==> src/rtl/led_pkg.sv <==
// Shared constants and the gamma lookup for the LED comet-trail PWM stage.
// The gamma table is only referenced when LED_GAMMA_EN is defined.
package led_pkg;

    localparam int LED_N     = 16;
    localparam int LVL_W     = 4;
    localparam int LVL_MAX   = 15;
    localparam int PWM_SLOTS = 15;

    typedef logic [LVL_W-1:0] lvl_t;

    // Perceptual brightness curve: monotonic, with 0 -> 0 and 15 -> 15.
    function automatic lvl_t gamma_map(input lvl_t lvl);
        lvl_t duty;
        case (lvl)
            4'd0:    duty = 4'd0;
            4'd1:    duty = 4'd0;
            4'd2:    duty = 4'd1;
            4'd3:    duty = 4'd1;
            4'd4:    duty = 4'd1;
            4'd5:    duty = 4'd2;
            4'd6:    duty = 4'd2;
            4'd7:    duty = 4'd3;
            4'd8:    duty = 4'd4;
            4'd9:    duty = 4'd5;
            4'd10:   duty = 4'd6;
            4'd11:   duty = 4'd7;
            4'd12:   duty = 4'd9;
            4'd13:   duty = 4'd11;
            4'd14:   duty = 4'd13;
            default: duty = 4'd15;
        endcase
        return duty;
    endfunction

endpackage

==> src/rtl/led_tick_div.sv <==
// Free-running divider: single-cycle tick every DIV clocks (DIV = 1 ticks every cycle).
module led_tick_div #(
    parameter int DIV = 2
) (
    input  logic clk_24m,
    input  logic rst,
    output logic tick
);

    localparam int CNT_W = (DIV > 1) ? $clog2(DIV) : 1;
    localparam logic [CNT_W-1:0] CNT_LAST = CNT_W'(DIV - 1);

    logic [CNT_W-1:0] r_cnt;
    logic             w_last;

    assign w_last = (r_cnt == CNT_LAST);

    // Count 0..DIV-1 and wrap; the tick is the cycle spent at the last count.
    always_ff @(posedge clk_24m) begin
        if (rst) begin
            r_cnt <= '0;
        end else if (w_last) begin
            r_cnt <= '0;
        end else begin
            r_cnt <= r_cnt + 1'b1;
        end
    end

    assign tick = w_last;

endmodule

==> src/rtl/led_trail_pwm.sv <==
// Comet-trail PWM stage for the 16-LED chaser: lit LEDs snap to full level and fade out.
// Define LED_GAMMA_EN to map levels through the gamma table instead of a linear duty.
module led_trail_pwm
    import led_pkg::*;
#(
    parameter int N_LED     = LED_N,
    parameter int DECAY_DIV = 1_200_000,
    parameter int PWM_DIV   = 64
) (
    input  logic             clk_24m,
    input  logic             rst,
    input  logic [N_LED-1:0] pat_in,
    output logic [N_LED-1:0] led_out
);

    localparam lvl_t LVL_FULL = lvl_t'(LVL_MAX);
    localparam lvl_t PWM_LAST = lvl_t'(PWM_SLOTS - 1);

    logic             w_decayTick;
    logic             w_pwmTick;
    lvl_t             r_pwmCnt;
    logic [N_LED-1:0] w_lit;
    logic [N_LED-1:0] r_ledOut;

    led_tick_div #(.DIV(DECAY_DIV)) u_decayDiv (
        .clk_24m (clk_24m),
        .rst     (rst),
        .tick    (w_decayTick)
    );

    led_tick_div #(.DIV(PWM_DIV)) u_pwmDiv (
        .clk_24m (clk_24m),
        .rst     (rst),
        .tick    (w_pwmTick)
    );

    // One slot counter shared by every LED keeps all PWM edges phase-aligned.
    always_ff @(posedge clk_24m) begin
        if (rst) begin
            r_pwmCnt <= '0;
        end else if (w_pwmTick) begin
            r_pwmCnt <= (r_pwmCnt == PWM_LAST) ? '0 : r_pwmCnt + 1'b1;
        end
    end

    for (genvar gi = 0; gi < N_LED; gi++) begin : g_led
        lvl_t r_lvl;
        lvl_t w_duty;

        // A reload from the chaser beats a coincident decay step; decay saturates at 0.
        always_ff @(posedge clk_24m) begin
            if (rst) begin
                r_lvl <= '0;
            end else if (!pat_in[gi]) begin
                r_lvl <= LVL_FULL;
            end else if (w_decayTick && (r_lvl != '0)) begin
                r_lvl <= r_lvl - 1'b1;
            end
        end

`ifdef LED_GAMMA_EN
        assign w_duty = gamma_map(r_lvl);
`else
        assign w_duty = r_lvl;
`endif

        assign w_lit[gi] = (r_pwmCnt < w_duty);
    end

    always_ff @(posedge clk_24m) begin
        if (rst) begin
            r_ledOut <= '1;
        end else begin
            r_ledOut <= ~w_lit;
        end
    end

    assign led_out = r_ledOut;

endmodule

==> config.mk <==
export PLATFORM = sky130hd
export DESIGN_NAME = led_trail_pwm
export DESIGN_NICKNAME = d
export VERILOG_FILES = /design/src/rtl/led_pkg.sv /design/src/rtl/led_tick_div.sv /design/src/rtl/led_trail_pwm.sv
export SDC_FILE = /design/constraint.sdc
export NUM_CORES = 1
export LEC_CHECK = 0
export ABC_AREA = 1
export BUFFER_PORTS_ARGS = -buffer_cell sky130_fd_sc_hd__buf_2
export CAP_MARGIN = 20
export CORE_MARGIN = 2
export CORE_UTILIZATION = 30
export CTS_CLUSTER_SIZE = 16
export DETAILED_ROUTE_END_ITERATION = 10
export GPL_TIMING_DRIVEN = 0
export SYNTH_ARGS = -nofsm -noshare
export SYNTH_HDL_FRONTEND = slang
export SYNTH_SLANG_ARGS = --single-unit
==> constraint.sdc <==
create_clock -name clk_24m -period 2.2 [get_ports clk_24m]
set_input_delay 0.22 -clock clk_24m [delete_from_list [all_inputs] [get_ports clk_24m]]
set_output_delay 0.22 -clock clk_24m [all_outputs]
set_load 0.05 [all_outputs]
==> results.cfg <==
[placement]
hpwl_mm = 10.29
io_buffers = 33
place.gp.congestion = 0.8212
pre_cts_ws_ps = 221.0
placed_cells = 1176

[cts]
htree_levels = 3
cts_tree = built
cts_buffer_depth = 2
numCtsBuffers = 9
post_cts_buffers = 0
cts_sinks = 111
clk_latency_ps = 360
cts_resized = 0
holdBufCountCts = 0
cts-root-buf = clkbuf_16
path_clk_slew_ps = 70

[yosys]
seq_area_frac_synth_pct = 33.73
syn_area_mm2 = 0.006588
ys.flop_type = dfxtp_1
ys_ff_latch = 111
synth_cells = 863
synth_enable_flop_cells = 0
avgSynthCellArea_um2 = 7.633
synthDistinctLibCells = 33
syn_nets = 947
async_flop_share_pct = 0
yosysWarnings = 0

[setup_path]
r2r_cells = 4
crit_arrival_ps = 2150
r2r_end = led_out[14]
r2r-start = r_pwmCnt[1]
required_ps = 2390
startpoint_type = flip-flop
cp-end-kind = flip-flop
path_max_fanout = 20
crit_path_start = r_pwmCnt[1]
reg2reg_slack_ps = 240
crit_type = flip-flop to flip-flop

[finish]
multi_input_area_mm2 = 0.003837
num-nets-final = 991
fillerInstances = 2307
stdcell_count = 1192
antenna_cells = 0
area_growth_syn_to_layout_pct = 12.54
drive_above_1_share_pct = 11.40
final-seq-area_mm2 = 0.002222

[pwr]
power.total_mw = 4.582
seqPwrFrac_pct = 47.7
internal_power_mw = 3.314
vdd_drop_max_v = 0.0003433
comb_power_share_pct = 14.9
p_leak_nw = 3.302
switching_share_pct = 27.68
switchingPower_mw = 1.269
pwr-share-clk_pct = 37.4
power.density_mw_per_mm2 = 618.1

[sta]
period_needed_ps = 1958
drv_slew = 0
rsz0062_at_grt = no
slew-limit-headroom_pct = 32.64
finalHoldViolCount = 0
worstMarginPinSlew_ps = 1009
timing.fmax_mhz = 510.6
finalCritPeriodShare_pct = 89.02
finalClockSkew_ps = 8.969
setup_viol = 0
setup_tns_ps = 0
fin_ws_ps = 241.6

[status]
status = completed

[detailed_routing]
first_iter_violations = 283
dr.pass1.iters = 6
drtAntennaViolNets = 0
wirelength_mm = 14.53
num_vias = 5520
remaining_drc_errors = 0
post_drt_wl_per_cell_um = 12.19
routed_via_density = 4.631

[floorplanning]
die_area_mm2 = 0.02316
core_mm2 = 0.02169
ios = 34
start_util_pct = 30.37
die_width_um = 152.2
die_y_um = 152.2
rows = 54

[global_routing]
grt_use_total_pct = 12.95
overflow = 0
grt_pass1_vias = 5086
grt_start_max_net_pins = 21
grt_pass1_wl_mm = 24.64
grt_antenna_before_repair = 0

[hold_path]
holdPathStages = 4
hp-class = input pin to flip-flop
hold_end = r_pwmCnt[3]
min_from = rst

[run]
max_cap_viol_count = 0
-- power groups by stage --
stage	clock network (mW)	logic (mW)	registers (mW)
after floorplan	0	0.439	2.31
after global placement	0	0.675	2.23
after detailed placement	0	0.687	2.23
after CTS	1.78	0.691	2.19
after global routing	1.86	0.785	2.20
final	1.71	0.685	2.18
-- worst max-delay path, cell delays in order (launching register included) --
cell and delay, ps:
dfxtp_1 990, ha_1 370, a21boi_0 120, o211ai_1 200
nand3_1 120
-- through the flow --
| step | hold WS, ps | cell area (um2) | utilization [%] |
|---|---|---|---|
| 5_1_grt | 202.4 | 7413 | 34.18 |
| 4_1_cts | 184.3 | 7413 | 34.18 |
| 3_5_place_dp | 444.3 | 7103 | 32.75 |
| 3_3_place_gp | 432.4 | 7103 | 32.75 |
| 6_report | 179.9 | 7413 | 34.18 |
| 2_1_floorplan | 376.5 | 6588 | - |
-- cells by family (layout without fill, tap and decap cells) --
group | Yosys count | in the layout | synth area share, %
and+or+nand+nor | 437 | 437 | 32.27
adders and majority gates | 66 | 66 | 12.54
AOI/OAI and AO/OA | 85 | 85 | 7.730
DFF | 111 | 111 | 33.73
xor gates and xnor gates | 43 | 43 | 5.717
buffers and inverters | 121 | 170 | 8.015
-- placed cells by master (no fill, tap or decap) --
master,n
nor2_1,132
nand2_1,113
dfxtp_1,111
inv_1,99
nand3_1,93
ha_1,66
xor2_1,42
nor3_1,36
buf_2,33
a21oi_1,29
nand4_1,20
a21boi_0,16
o211ai_1,16
nand2_2,15
nand3_4,11
o21ai_1,11
o21ai_0,11
buf_4,9
clkbuf_16,9
inv_2,6
clkbuf_1,4
nand3b_1,4
or2_2,3
nor2_4,3
nor2_2,3
buf_12,2
clkinvlp_4,2
clkbuf_8,2
nor3_2,1
clkinv_1,1
nand3_2,1
nor2_8,1
xnor2_1,1
buf_6,1
a31oi_1,1
o21a_1,1
nor3b_1,1
clkinv_4,1
bufinv_16,1
-- per-layer routing --
layer / GRT usage (%) / vias to the layer above / wire length, um
met5: 0 / - / 0
met1: 16.99 / 2494 / 7212
met3: 2.531 / 11 / 551
met2: 21.86 / 70 / 6629
met4: 3.338 / 0 / 136
li1: - / 2945 / -
-- flip-flops by register name (all words and copies together) (netlist names) --
register and count:
g_led.r_lvl 64, led_out 16, r_pwmCnt 4, u_decayDiv.r_cnt 21, u_pwmDiv.r_cnt 6
-- synthesized netlist by cell type, types with 4 or more instances --
cell / count / area (um2)
nor2_1: 132 / 495.5
nand2_1: 113 / 424.2
dfxtp_1: 111 / 2222
inv_1: 99 / 371.6
nand3_1: 93 / 465.5
ha_1: 66 / 825.8
xor2_1: 42 / 367.9
nor3_1: 36 / 180.2
a21oi_1: 29 / 145.1
nand4_1: 20 / 125.1
a21boi_0: 16 / 120.1
o211ai_1: 16 / 120.1
nand2_2: 15 / 93.84
nand3_4: 11 / 192.7
o21ai_0: 11 / 55.05
o21ai_1: 11 / 55.05
buf_4: 9 / 67.56
inv_2: 6 / 22.52
nand3b_1: 4 / 30.03
-- how the worst max path moves through the flow --
| stage | slack [ps] | cells after the start | to |
|---|---|---|---|
| after floorplan | 710 | 9 | g_led[0].r_lvl[1] |
| after global placement | 220 | 4 | led_out[13] |
| after detailed placement | 220 | 4 | led_out[13] |
| after CTS | 210 | 4 | led_out[13] |
| after global routing | 70 | 4 | led_out[14] |
| final | 240 | 4 | led_out[14] |
-- area by class of cell --
cell class	instances	area share, %
inverter	106	5.367
sequential	111	29.97
buffer	15	1.755
multi-input combinational	631	51.76
timing repair buffer	33	2.228
clock buffer	12	3.460
clock inverter	4	0.7257
tap	280	4.726
Note: power is estimated with default switching activity, not from simulation.
